$ cat src/rtl/uart_baud_gen.sv
// uart_baud_gen: programmable fractional baud-rate generator.
// The TX chain yields one strobe per bit. The RX chain yields oversample
// and bit-centre strobes, and can be re-phased on a start-bit edge.
// Configuration is staged byte-wise and becomes active atomically on a
// write to the CFG byte.

module uart_baud_gen #(
  parameter int unsigned DIV_W   = 16,
  parameter int unsigned DIV_RST = 1,
  parameter int unsigned OVS_RST = 7,
  localparam int unsigned ADDR_W = $clog2(DIV_W / 8 + 1)
) (
  input  logic              clk,
  input  logic              rst,
  input  logic              en,
  input  logic              wr_en,
  input  logic [ADDR_W-1:0] wr_addr,
  input  logic [7:0]        wr_data,
  input  logic              rx_resync,
  output logic              rx_tick,
  output logic              rx_mid,
  output logic              tx_tick
);

  localparam int unsigned NBYTES = DIV_W / 8;
  // One spare bit so that an all-ones divisor plus the fractional
  // extension is still reachable without wrapping.
  localparam int unsigned CNT_W  = DIV_W + 1;

  logic [DIV_W-1:0] stage_div;
  logic [DIV_W-1:0] act_div;
  logic [3:0]       frac;
  logic [3:0]       ovs;

  logic [CNT_W-1:0] tx_c;
  logic [3:0]       tx_acc;
  logic             tx_ext;
  logic [3:0]       o_tx;

  logic [CNT_W-1:0] rx_c;
  logic [3:0]       rx_acc;
  logic             rx_ext;
  logic [3:0]       o_rx;

  logic             commit;
  logic [CNT_W-1:0] tx_term;
  logic [CNT_W-1:0] rx_term;
  logic             tx_div_stb;
  logic             rx_div_stb;
  logic [4:0]       tx_sum;
  logic [4:0]       rx_sum;

  assign commit = wr_en && (wr_addr == ADDR_W'(NBYTES));

  // Divider terminals and strobe decodes; reset also masks the strobes
  // so they fall immediately for any DIV_RST.
  assign tx_term    = {1'b0, act_div} + CNT_W'(tx_ext);
  assign rx_term    = {1'b0, act_div} + CNT_W'(rx_ext);
  assign tx_div_stb = en && !rst && (tx_c == tx_term);
  assign rx_div_stb = en && !rst && (rx_c == rx_term);
  assign tx_sum     = 5'(tx_acc) + 5'(frac);
  assign rx_sum     = 5'(rx_acc) + 5'(frac);

  assign tx_tick = tx_div_stb && (o_tx == ovs);
  assign rx_tick = rx_div_stb && !rx_resync;
  assign rx_mid  = rx_tick && (o_rx == (ovs >> 1));

  // Staging divisor bytes and the active configuration loaded on commit.
  always_ff @(posedge clk or posedge rst) begin
    if (rst) begin
      stage_div <= DIV_W'(DIV_RST);
      act_div   <= DIV_W'(DIV_RST);
      frac      <= 4'd0;
      ovs       <= 4'(OVS_RST);
    end else if (wr_en) begin
      for (int unsigned i = 0; i < NBYTES; i++) begin
        if (wr_addr == ADDR_W'(i)) begin
          stage_div[i*8 +: 8] <= wr_data;
        end
      end
      if (commit) begin
        act_div <= stage_div;
        frac    <= wr_data[7:4];
        ovs     <= wr_data[3:0];
      end
    end
  end

  // TX chain: fractional divider followed by the bit-rate counter.
  always_ff @(posedge clk or posedge rst) begin
    if (rst) begin
      tx_c   <= '0;
      tx_acc <= 4'd0;
      tx_ext <= 1'b0;
      o_tx   <= 4'd0;
    end else if (!en || commit) begin
      tx_c   <= '0;
      tx_acc <= 4'd0;
      tx_ext <= 1'b0;
      o_tx   <= 4'd0;
    end else if (tx_div_stb) begin
      tx_c             <= '0;
      {tx_ext, tx_acc} <= tx_sum;
      o_tx             <= (o_tx == ovs) ? 4'd0 : o_tx + 4'd1;
    end else begin
      tx_c <= tx_c + CNT_W'(1);
    end
  end

  // RX chain: fractional divider plus oversample phase, re-phased on resync.
  always_ff @(posedge clk or posedge rst) begin
    if (rst) begin
      rx_c   <= '0;
      rx_acc <= 4'd0;
      rx_ext <= 1'b0;
      o_rx   <= 4'd0;
    end else if (!en || commit || rx_resync) begin
      rx_c   <= '0;
      rx_acc <= 4'd0;
      rx_ext <= 1'b0;
      o_rx   <= 4'd0;
    end else if (rx_div_stb) begin
      rx_c             <= '0;
      {rx_ext, rx_acc} <= rx_sum;
      o_rx             <= (o_rx == ovs) ? 4'd0 : o_rx + 4'd1;
    end else begin
      rx_c <= rx_c + CNT_W'(1);
    end
  end

endmodule
$ cat config.mk
export PLATFORM = sky130hd
export DESIGN_NAME = uart_baud_gen
export DESIGN_NICKNAME = d
export VERILOG_FILES = /design/src/rtl/uart_baud_gen.sv
export SDC_FILE = /design/constraint.sdc
export NUM_CORES = 1
export LEC_CHECK = 0
export ABC_CLOCK_PERIOD_IN_PS = 7600
export CORE_MARGIN = 2
export CORE_UTILIZATION = 35
export CTS_BUF_LIST = sky130_fd_sc_hd__clkbuf_4
export CTS_CLUSTER_SIZE = 20
export DETAILED_ROUTE_END_ITERATION = 7
export PLACE_DENSITY_LB_ADDON = 0.08
export SETUP_SLACK_MARGIN = 0.05
export SYNTH_ARGS = -nofsm -noshare
export SYNTH_HDL_FRONTEND = slang
export SYNTH_SLANG_ARGS = --single-unit
$ cat constraint.sdc
create_clock -name clk -period 7.6 [get_ports clk]
set_input_delay 1.9 -clock clk [delete_from_list [all_inputs] [get_ports clk]]
set_output_delay 1.9 -clock clk [all_outputs]
set_load 0.01 [all_outputs]
After elaboration in Yosys (flattened, before gate mapping):

Cells that the tools add are included.

* bits in registers: 92
* word-level logic and storage cells: 64

* $add $sub $neg: 8
* muxes and demuxes: 18
* reduce and logical (&&, ||, !) cells: 18
* equality and inequality tests: 7

Operator list (count)
* 2-to-1 mux 17 bit: 4
* 2-to-1 mux 4 bit: 10
* adder 16 x 1 -> 17 bit: 2
* adder 17 x 1 -> 17 bit, second input constant: 2
* == test 17 bit: 2
* adder 4 x 4 -> 5 bit: 2
* adder 4 x 1 -> 4 bit, second input constant: 2
* == test 4 bit: 2
* logical AND 1 bit: 7
* AND reduction 2 bit: 3
* == test 4 x 3 -> 1 bit: 1
* 2-to-1 mux 1 bit: 4
* nonzero test 2 bit: 2
* logical NOT 1 bit: 3
* == test 2 x 1 -> 1 bit, second input constant: 1
* == test 2 bit, second input constant: 1
* logical NOT 2 bit: 1
* logical OR 1 bit: 2

Longest topological paths before layout:

* depth in word-level cells: 5
* mapped depth: 10
* mapped depth without buffers: 9

Least setup slack after synthesis:

Ideal clock, no wire load.

* path kind: input to output
* from: input port rst
* to: output port tx_tick
* stages on the path: 7
* arrival time: 5380 ps
* required time: 5700 ps
* path slack: 320 ps
* cells stage by stage: inv_1 -> nand4_1 -> or4_1 -> a2111oi_0 -> nand4_1 -> buf_2 -> nor2_1

* cells in the longest elaborated chain, start to end: 4

RTL lines
* start: declaration: line 14 `input logic rst,`
* logical NOT 1 bit (no line)
* logical AND 1 bit (2 in series): line 59 `assign tx_div_stb = en && !rst && (tx_c == tx_term);`
* logical AND 1 bit: line 64 `assign tx_tick = tx_div_stb && (o_tx == ovs);`
* end: declaration: line 22 `output logic tx_tick`

No other way between the ends.

Final worst setup path:

* from: input port en
* to: output port tx_tick

* cells in the longest elaborated chain, start to end: 3

RTL lines
* start: declaration: line 15 `input logic en,`
* logical AND 1 bit (2 in series): line 59
* logical AND 1 bit: line 64

No other way between the ends.

==> metrics.md <==
| Metric | Value |
|---|---|
| Outcome | finished clean |
| Syn Std Cell Area | 5300 um2 |
| Cells after Synth | 500 |
| Worst-Margin Slew | 0.787 ns |
| DRT Pass-1 Iters | 6 |
| WL per Instance | 17.0 um |
| Ports | 18 |
| Hold Crit Depth | 1 |
| Area grow syn2layout | 9.66% |
| CTS tree | yes |
| Die ar. | 16100 um2 |
| Yosys cell types | 58 |
| Pleak | 2.39 nW |
| Layout cells sized above 1 | 15.9% |
| Asr flop ratio synth | 100% |
| RR Startpoint | act_div[0]$_DFFE_PP1P_ |
| Seq/Total Area, Yosys | 43.6% |
| FMAX | 156 MHz |
| CTS Hold Bufs | 0 |
| Max cap viols | 0 |
| Crit path DAT | 4.50 ns |
| R2R setup slack | 4.02 ns |
| Fillers | 1485 |
| Fin. Hold Viols | 0 |
| Largest net degree at the start of global routing | 64 |
| Via/cell ratio | 5.25 |
| IO buf count | 17 |
| Global-route wire length before repair | 20.2 mm |
| Total nets after synthesis | 533 |
| Starting Density | 36.2% |
| Final min period | 6.40 ns |
| Final hold slack | 0.502 ns |
| Root Driver | clkbuf_4 |
| Postcts setup bufs | 0 |
| Setup crit start kind | input pin |
| Finished layout cell area | 5810 um2 |
| Hold Path Origin | stage_div[10]$_DFFE_PP0P_ |
| Peak VDD IR | 0.000142 V |
| Final worst path period share | 84.3% |
| CTS H-Tree Depth | 3 |
| Post-synth EDFFs | 0 |
| # DRC | 0 |
| Number of antenna-violating nets in the routed design | 0 |
| Clock Skew | 0.0222 ns |
| CTS sink cnt | 92 |
| Multi-input gate area | 2870 um2 |
| Die Span X | 127 um |
| Num CTS Buffers | 9 |
| Final TNS setup | 0 ns |
| Row count | 44 |
| Setup ws final | 1.20 ns |
| Reg area | 2310 um2 |
| Placer congestion estimate | 0.758 |
| Max Slew Vio Count | 0 |
| Core area | 14600 um2 |
| Crit. Startpoint | en |
| Total placed cells including tap cells | 685 |
| Synth Warn # | 0 |
| Post-cts sizing count | 0 |
| Critical Path Fanout Max | 14 |
| Yosys reg bits | 92 |
| Pre-CTS WS | 1.18 ns |
| Pwr Density | 211 nW/um2 |
| Crit Path Category | input pin to output pin |
| Final non-filler cell total | 702 |
| Worst skew pair latency | 0.49 ns |
| Vias in the first global route | 3814 |
| Die height | 127 um |
| Initial DRC count | 158 |
| Hpwl dp | 8.83 mm |
| Reg-to-Reg End | rx_c[14]$_DFF_PP0_ |
| Max transition margin | 47.0% |
| Grt ovf | 0 |
| Worst Reg-to-Reg Cells | 9 |
| CP Capture Type | output pin |
| Unrepaired setup endpoints after global routing | false |
| Hold/Removal Path Class | flip-flop to flip-flop |
| NumNets Final | 545 |
| Hold endpoint | act_div[10]$_DFFE_PP0P_ |
| WP data required | 5.70 ns |
| Initial antenna violation count | 1 |
| Post-synthesis area per instance | 10.6 um2 |
| Top FF cell, synth | dfrtp_1 |
| All-Layer GR Usage | 16.1% |
| Vias | 3685 |
| Max Root-Sink Buffers | 2 |
| Area after DPL | 5640 um2 |
| CTS clk-pin slew, worst paths | 0.16 ns |
| Routed WL | 12.0 mm |
| Setup violations, final | 0 |
[how the worst max path moves through the flow]
stage | to | slack, ns | cells after the start
floorplan | tx_tick | 0.32 | 7
global placement | tx_tick | 1.24 | 8
detailed placement | tx_tick | 1.18 | 8
CTS | tx_tick | 1.17 | 8
global route | tx_tick | 0.96 | 8
finish | tx_tick | 1.20 | 8
[synthesized netlist by cell type, types with 5 or more instances]
cell type	instances	share of area [%]
a21oi_1	11	1.0
buf_2	5	0.47
clkbuf_1	9	0.64
dfrtp_1	87	41
dfstp_2	5	2.5
ha_1	16	3.8
inv_1	6	0.43
mux2_2	41	8.7
mux2i_1	10	1.9
nand2_1	22	1.6
nand3_1	24	2.3
nand4_1	15	1.8
nor2_1	65	4.6
nor2b_1	5	0.59
nor3_1	9	0.85
nor4_1	8	0.94
o21ai_0	5	0.47
xnor2_1	53	8.8
xor2_1	37	6.1
[where the power goes]
group	internal [mW]	leakage [nW]	switching, mW	total [mW]
clock network	0.141	0.0916	0.181	0.322
logic	0.136	1.11	0.115	0.250
registers	0.546	1.19	0.111	0.656
total	0.822	2.39	0.406	1.23
[flip-flops by register name, summed over array words and instances, names as in the netlist]
name / cells
rx_acc: 4
tx_ext: 1
rx_c: 17
ovs: 4
frac: 4
stage_div: 16
tx_acc: 4
o_tx: 4
rx_ext: 1
tx_c: 17
o_rx: 4
act_div: 16
[worst max-delay path, cell delays in order]
cell and delay [ns]:
clkdlybuf4s50_1 0.62, nand4_1 0.12, or4_1 0.40, a2111oi_0 0.39
nand4_1 0.17, buf_4 0.23, nor2_1 0.11, clkdlybuf4s50_1 0.54
[logic make-up after synthesis]
group / after synthesis / synth area share [%]
DFF: 92 / 43.6
buffers and inverters: 27 / 2.31
AOI/OAI and AO/OA: 39 / 5.58
xor gates and xnor gates: 90 / 14.9
and+or+nand+nor: 183 / 18.5
muxes: 51 / 10.6
adders and majority gates: 18 / 4.54
[per-layer routing]
layer	track usage (%)	wire [um]	share of wire (%)
met4	4.33	133	1.1
met1	20.4	5420	45
met5	0	0	0
met3	3.89	320	2.7
met2	27.7	6090	51
[cells in the final DEF, fill, tap and decap left out, types with 3 or more instances in the layout]
cell type	n
nand3_1	24
nor3b_1	3
nor2_1	65
clkbuf_4	10
mux2i_1	10
nand3b_1	3
buf_4	5
and3_1	4
inv_1	5
o21ai_0	5
ha_1	16
nor3_1	9
or3_1	3
mux2_2	41
nand2_1	22
nor2b_1	5
or4_1	4
dfrtp_1	87
dfstp_2	5
nor4_1	8
clkdlybuf4s50_1	17
a21oi_1	11
nand4_1	15
xnor2_1	53
xor2_1	37
a21o_1	4
o2bb2ai_1	3
[final cells by class]
type / instances / area share [%]
Multi-Input combinational cell: 381 / 49.3
Sequential cell: 92 / 39.7
Tap cell: 184 / 3.96
Timing Repair Buffer: 22 / 3.58
Clock inverter: 6 / 1.64
Clock buffer: 10 / 1.29
Inverter: 6 / 0.409
Antenna cell: 1 / 0.0431
[through the flow]
| stage | total power, mW | utilization (%) |
|---|---|---|
| floorplan | 0.842 | - |
| global placement | 0.918 | 38.5 |
| detailed placement | 0.920 | 38.5 |
| CTS | 1.25 | 39.6 |
| global route | 1.31 | 39.7 |
| finish | 1.23 | 39.7 |
Note: power is estimated with default switching activity, not from simulation.
